[config.mk]
export PLATFORM = sky130hd
export DESIGN_NAME = hazard_scoreboard
export DESIGN_NICKNAME = d
export VERILOG_FILES = /design/src/rtl/hazard_scoreboard_pkg.sv /design/src/rtl/hazard_scoreboard_fifo.sv /design/src/rtl/hazard_scoreboard.sv
export SDC_FILE = /design/constraint.sdc
export NUM_CORES = 1
export LEC_CHECK = 0
export BUFFER_PORTS_ARGS = -buffer_cell sky130_fd_sc_hd__buf_4
export CORE_UTILIZATION = 42
export CTS_CLUSTER_DIAMETER = 40
export CTS_CLUSTER_SIZE = 12
export DETAILED_ROUTE_END_ITERATION = 6
export PLACE_DENSITY = 0.7
export SETUP_SLACK_MARGIN = 0.2
export SLEW_MARGIN = 20
export SYNTH_ARGS = -nofsm -noshare
export SYNTH_HDL_FRONTEND = slang
export SYNTH_SLANG_ARGS = --single-unit
[constraint.sdc]
create_clock -name clk -period 3.83 [get_ports clk]
set_input_delay 0.1915 -clock clk [delete_from_list [all_inputs] [get_ports clk]]
set_output_delay 0.1915 -clock clk [all_outputs]
set_load 0.05 [all_outputs]
[src/rtl/hazard_scoreboard_pkg.sv]
// Shared decoder defines plus scoreboard types used by the hazard scoreboard and its FIFO.
`ifndef HAZARD_DEFINES_SVH
`define HAZARD_DEFINES_SVH
`define ARCH_REG_INDEX_SIZE 5
`define OPCODE_ALU 7'b0110011
`define OPCODE_ALUI 7'b0010011
`define OPCODE_LOAD 7'b0000011
`define OPCODE_STORE 7'b0100011
`define OPCODE_BRANCH 7'b1100011
`define OPCODE_JAL 7'b1101111
`define FUNCT7_MUL 7'b0000001
`define SB_DEPTH_DEFAULT 8
`define MUL_LATENCY_DEFAULT 4
`endif

package hazard_scoreboard_pkg;

    localparam int REG_W           = `ARCH_REG_INDEX_SIZE;
    localparam int SB_DEPTH_DEF    = `SB_DEPTH_DEFAULT;
    localparam int MUL_LATENCY_DEF = `MUL_LATENCY_DEFAULT;

    typedef logic [REG_W-1:0] reg_idx_t;

    typedef struct packed {
        logic raw1;
        logic raw2;
        logic waw;
        logic full;
        logic mul;
    } hazard_t;

    function automatic logic any_hazard(input hazard_t h);
        return |h;
    endfunction

endpackage

[src/rtl/hazard_scoreboard_fifo.sv]
// In-order FIFO of pending destination registers with per-slot match vectors for three lookups.
module sb_fifo
    import hazard_scoreboard_pkg::*;
#(
    parameter int DEPTH = 8,
    localparam int PTR_W = (DEPTH > 1) ? $clog2(DEPTH) : 1,
    localparam int CNT_W = $clog2(DEPTH + 1)
) (
    input  logic             clk,
    input  logic             reset,
    input  logic             push,
    input  reg_idx_t         push_rd,
    input  logic             pop,
    input  logic             flush,
    input  logic [CNT_W-1:0] flush_keep,
    input  reg_idx_t         q1_rd,
    input  reg_idx_t         q2_rd,
    input  reg_idx_t         q3_rd,
    output reg_idx_t         head_rd,
    output logic [DEPTH-1:0] head_oh,
    output logic [DEPTH-1:0] q1_match,
    output logic [DEPTH-1:0] q2_match,
    output logic [DEPTH-1:0] q3_match,
    output logic [CNT_W-1:0] count,
    output logic             full
);

    reg_idx_t         mem_q [DEPTH];
    logic [PTR_W-1:0] head_q, head_d;
    logic [PTR_W-1:0] tail_q, tail_d;
    logic [CNT_W-1:0] count_q, count_d;
    logic [CNT_W-1:0] kept;
    logic [DEPTH-1:0] valid_vec;
    logic             do_pop, do_push;
    int               tail_sum;

    function automatic logic [PTR_W-1:0] ptr_inc(input logic [PTR_W-1:0] p);
        return (p == PTR_W'(DEPTH - 1)) ? '0 : p + 1'b1;
    endfunction

    assign count   = count_q;
    assign full    = (count_q == CNT_W'(DEPTH));
    assign head_rd = mem_q[head_q];

    // A slot is live when its distance from the head is below the occupancy.
    always_comb begin
        valid_vec = '0;
        head_oh   = '0;
        q1_match  = '0;
        q2_match  = '0;
        q3_match  = '0;
        for (int i = 0; i < DEPTH; i++) begin
            int off;
            off = i - int'(head_q);
            if (off < 0) off = off + DEPTH;
            valid_vec[i] = (off < int'(count_q));
            head_oh[i]   = (int'(head_q) == i);
            q1_match[i]  = valid_vec[i] && (mem_q[i] == q1_rd);
            q2_match[i]  = valid_vec[i] && (mem_q[i] == q2_rd);
            q3_match[i]  = valid_vec[i] && (mem_q[i] == q3_rd);
        end
    end

    always_comb begin
        kept     = count_q;
        if (flush && (flush_keep < count_q)) kept = flush_keep;
        do_pop   = pop && (kept != '0);
        do_push  = push && !flush && (!full || do_pop);
        count_d  = kept - CNT_W'(do_pop) + CNT_W'(do_push);
        head_d   = do_pop ? ptr_inc(head_q) : head_q;
        tail_sum = int'(head_q) + int'(kept);
        if (tail_sum >= DEPTH) tail_sum = tail_sum - DEPTH;
        tail_d   = tail_q;
        if (flush) begin
            tail_d = PTR_W'(tail_sum);
        end else if (do_push) begin
            tail_d = ptr_inc(tail_q);
        end
    end

    always_ff @(posedge clk) begin
        if (reset) begin
            head_q  <= '0;
            tail_q  <= '0;
            count_q <= '0;
        end else begin
            head_q  <= head_d;
            tail_q  <= tail_d;
            count_q <= count_d;
        end
    end

    always_ff @(posedge clk) begin
        if (do_push) mem_q[tail_q] <= push_rd;
    end

endmodule

[src/rtl/hazard_scoreboard.sv]
// Decode-stage hazard scoreboard: RAW/WAW/capacity/multiplier stalls against in-flight writers.
module hazard_scoreboard
    import hazard_scoreboard_pkg::*;
#(
    parameter int SB_DEPTH    = SB_DEPTH_DEF,
    parameter int MUL_LATENCY = MUL_LATENCY_DEF
) (
    input  logic                                 clk,
    input  logic                                 reset,
    input  logic                                 dec_valid,
    input  logic [`ARCH_REG_INDEX_SIZE-1:0]      rs1,
    input  logic [`ARCH_REG_INDEX_SIZE-1:0]      rs2,
    input  logic                                 uses_rs1,
    input  logic                                 uses_rs2,
    input  logic [`ARCH_REG_INDEX_SIZE-1:0]      rd,
    input  logic                                 writes_rd,
    input  logic                                 is_mul,
    input  logic                                 wb_valid,
    input  logic [`ARCH_REG_INDEX_SIZE-1:0]      wb_rd,
    input  logic                                 flush,
    input  logic [$clog2(SB_DEPTH+1)-1:0]        flush_keep,
    output logic                                 stall,
    output logic                                 issue,
    output logic [$clog2(SB_DEPTH+1)-1:0]        count,
    output logic                                 full,
    output logic                                 order_err
);

    localparam int CNT_W = $clog2(SB_DEPTH + 1);
    localparam int MUL_W = $clog2(MUL_LATENCY + 1);

    logic [MUL_W-1:0]    mul_cnt_q, mul_cnt_d;
    logic                order_err_q, order_err_d;
    reg_idx_t            head_rd;
    logic [SB_DEPTH-1:0] head_oh, m1, m2, m3, bypass_mask;
    logic [CNT_W-1:0]    fifo_count;
    logic                fifo_full;
    logic                wb_hit, head_ok, pop, push;
    logic                rs1_busy, rs2_busy, rd_busy;
    hazard_t             haz;

    sb_fifo #(
        .DEPTH (SB_DEPTH)
    ) u_fifo (
        .clk        (clk),
        .reset      (reset),
        .push       (push),
        .push_rd    (rd),
        .pop        (pop),
        .flush      (flush),
        .flush_keep (flush_keep),
        .q1_rd      (rs1),
        .q2_rd      (rs2),
        .q3_rd      (rd),
        .head_rd    (head_rd),
        .head_oh    (head_oh),
        .q1_match   (m1),
        .q2_match   (m2),
        .q3_match   (m3),
        .count      (fifo_count),
        .full       (fifo_full)
    );

    assign count     = fifo_count;
    assign full      = fifo_full;
    assign order_err = order_err_q;

    // A writeback to x0 is ignored; any other writeback must match the oldest writer.
    assign wb_hit = wb_valid && (wb_rd != '0);
    assign head_ok = (fifo_count != '0) && (wb_rd == head_rd);
    assign pop = wb_hit && head_ok;

    // The head being retired this cycle no longer blocks its readers.
    assign bypass_mask = pop ? ~head_oh : '1;
    assign rs1_busy = (rs1 != '0) && |(m1 & bypass_mask);
    assign rs2_busy = (rs2 != '0) && |(m2 & bypass_mask);
    assign rd_busy  = (rd  != '0) && |(m3 & bypass_mask);

    always_comb begin
        haz.raw1 = uses_rs1 && rs1_busy;
        haz.raw2 = uses_rs2 && rs2_busy;
        haz.waw  = writes_rd && rd_busy;
        haz.full = fifo_full && writes_rd && (rd != '0) && !pop;
        haz.mul  = is_mul && (mul_cnt_q != '0);
    end

    assign stall = dec_valid && !reset && any_hazard(haz);
    assign issue = dec_valid && !stall && !flush;
    assign push  = issue && writes_rd && (rd != '0);

    always_comb begin
        mul_cnt_d   = mul_cnt_q;
        if (issue && is_mul) begin
            mul_cnt_d = MUL_W'(MUL_LATENCY);
        end else if (mul_cnt_q != '0) begin
            mul_cnt_d = mul_cnt_q - 1'b1;
        end
        order_err_d = order_err_q || (wb_hit && !head_ok);
    end

    always_ff @(posedge clk) begin
        if (reset) begin
            mul_cnt_q   <= '0;
            order_err_q <= 1'b0;
        end else begin
            mul_cnt_q   <= mul_cnt_d;
            order_err_q <= order_err_d;
        end
    end

endmodule
==> qor.csv <==
metric,value,unit
status,finished with violations,
violations,setup timing,
vdd_drop_max,247,uV
antenna_found_initial,0,
drc,0,
finalClockSkew,0.00695,ns
hold_viol,0,
fin_crit_sh,106,%
p_leak,2.57,nW
antenna_cells,0,
relSlewSlack,64.2,%
p_int,0.00173,W
hp-class,primary input to flop,
grt_pass1_vias,4376,
cts-root-buf,clkbuf_16,
grtUsageTotal,26.6,%
synth_edf_count,40,
dp_hpwl,11500,um
cp-end-kind,primary output,
finalSetupViolations,44,
rsz0062_at_grt,true,
endpoint,issue,
synth_nets,573,
cts_made_buffers,9,
yosys_warnings,0,
vias_per_cell,5.74,
crit_fanout,7,
worst_slack,-0.246,ns
cts_tree,yes,
maxCapViolCount,0,
post-synth-top-count-cell,xor2_1,
drt_first_pass_iters,5,
nFillCells,918,
clock_sinks,57,
rows,39,
min_period,4.08,ns
setup_tns,-8.30,ns
rr_worst_depth,17,
postRouteAntennaNets,0,
htreeDepth,3,
power.total,0.00268,W
area_growth,35.5,%
holdWs,0.156,ns
drive_gt1_share,31.9,%
routabilityCongestion,0.987,
synth_area_leaders,"edfxtp_1, xor2_1, xnor2_1",
die_w,110,um
yosys.area.top_type_share,24.4,%
crit_type,flop to primary output,
drv_slew,0,
clkLatencyLatePin,0.33,ns
synth_largest_area_cell,edfxtp_1,
synth_commonest_cells,"xor2_1, xnor2_1, edfxtp_1",
ys_types,53,
cp.required,3.64,ns
p_comb_share,40.3,%
grt_start_max_net_pins,18,
clockPowerShare,31.2,%
synth_area_per_cell,9.77,um^2
r2r-end,u_fifo.mem_q[1][0],
clock.fmax,245,MHz
seqCellArea,1550,um^2
vias,4444,
synth-main-ff-cell,edfxtp_1,
portBuffers,40,
routed_wl,15700,um
clock_path_buffers,2,
syn-cell-area,4930,um^2
crit_arrival,3.88,ns
wl_per_cell,20.2,um
post-route-util,58.5,%
hold_buffers,0,
core_area,11400,um^2
worst_slew_pin_slew,0.532,ns
drt_iter0_markers,351,
cts.reportedPaths.clkPinSlew,0.05,ns
initial_utilization,43.1,%
critPathLaunchType,flop,
r2r_setup_slack,-0.24,ns
fp.dieH,110,um
die_area,12200,um^2
p_sw_share,35.4,%
seqPwrFrac,28.5,%
multi_input_area,3400,um^2
power_density,401,nW/um^2
nets,695,
syn_inst,504,
synthArstFlopShare,0,%
p_sw,0.000949,W
io_pins,41,
synth-seq-cells,57,
grt_pass1_wl,23500,um
yosysSeqAreaShare,31.3,%
grt_overflow_total,0,
==> power groups by stage <==
| stage | Clock [W] | Sequential [W] | Combinational (W) |
|---|---|---|---|
| after global placement | 0 | 0.000767 | 0.000937 |
| after CTS | 0.000848 | 0.000760 | 0.00104 |
| after global routing | 0.000879 | 0.000766 | 0.00116 |
| after detailed placement | 0 | 0.000768 | 0.000962 |
| final | 0.000835 | 0.000764 | 0.00108 |
| after floorplan | 0 | 0.000797 | 0.000588 |
==> logic make-up after synthesis <==
logic type,share of synthesized area (%)
XOR/XNOR,23.1
AO/OA/AOI/OAI,12.1
buffers and inverters,4.70
adder cells (fa/ha/maj),9.45
AND/OR/NAND/NOR,12.6
multiplexers,6.76
flip-flops,31.3
==> sequential cells by signal (all words and copies together), names as in the netlist, named ones only <==
register	flops
u_fifo.head_q	3
u_fifo.tail_q	3
u_fifo.count	4
order_err	1
mul_cnt_q	3
u_fifo.mem_q	40
==> worst max-delay path, stage by stage (launching register included) <==
cell and delay, ns:
dfxtp_4 0.36, buf_16 0.14, buf_4 0.13, mux2i_1 0.11, mux4_2 0.50, xnor2_2 0.18, nor2_2 0.22, buf_6 0.18
a31oi_1 0.17, nor4_4 0.35, a31oi_2 0.19, buf_4 0.19, o41a_1 0.48, nor2_2 0.17, buf_6 0.17
==> cells in the final DEF (no fill, tap or decap), types with 7 or more instances in the layout <==
cell type / synthesis / final
buf_4: 2 / 123
a31oi_1: 17 / 10
o21ai_0: 10 / 9
nand3_1: 13 / 11
nor2_1: 24 / 22
nand4_1: 10 / 10
xor2_1: 67 / 67
clkbuf_16: 0 / 9
nand2_1: 9 / 9
ha_1: 34 / 33
nor3_1: 28 / 25
a21oi_1: 20 / 19
buf_6: 1 / 10
edfxtp_1: 40 / 40
a31oi_2: 1 / 7
a21o_1: 7 / 7
dfxtp_1: 17 / 13
inv_1: 28 / 28
xnor2_1: 63 / 62
mux2i_1: 22 / 22
==> worst min path at each step <==
stage	from	to	slack, ns	cells past startpoint
final	reset	u_fifo.count[1]	0.16	2
after floorplan	reset	u_fifo.count[0]	0.26	1
after CTS	flush	u_fifo.tail_q[1]	0.13	2
after global placement	mul_cnt_q[2]	mul_cnt_q[2]	0.47	1
after detailed placement	flush	u_fifo.tail_q[1]	0.47	2
after global routing	flush	u_fifo.tail_q[0]	0.15	2
==> routing by layer <==
layer  track usage (%)  wire, um  vias up
met3              4.12       864       54
met5                 0         0        -
li1                  -         -     2048
met4              16.4       804        0
met1              32.9      6610     2156
met2              43.7      7380      186
==> per-stage QoR <==
stage	area (um^2)	std cells	setup slack, ns
after global placement	5940	742	-0.0652
after CTS	6560	771	-0.0868
after floorplan	4950	504	0.0227
after global routing	6680	774	-0.389
after detailed placement	5940	742	-0.119
final	6680	774	-0.246
==> area by class of cell <==
| cell class | count | area share, % |
|---|---|---|
| clock buffer | 9 | 3.37 |
| clock inverter | 7 | 1.42 |
| inverter | 28 | 1.57 |
| multi-input combinational | 393 | 50.9 |
| sequential | 57 | 23.2 |
| tap | 143 | 2.68 |
| timing repair buffer | 137 | 16.8 |
==> what timing repair did <==
item | in CTS | in global routing
gates resized for setup | 34 | 18
cloned | 2 | 0
buffers inserted | 11 | 3
pin swaps | 8 | 9
endpoints found under the setup margin | 45 | 51
Note: power is estimated with default switching activity, not from simulation.
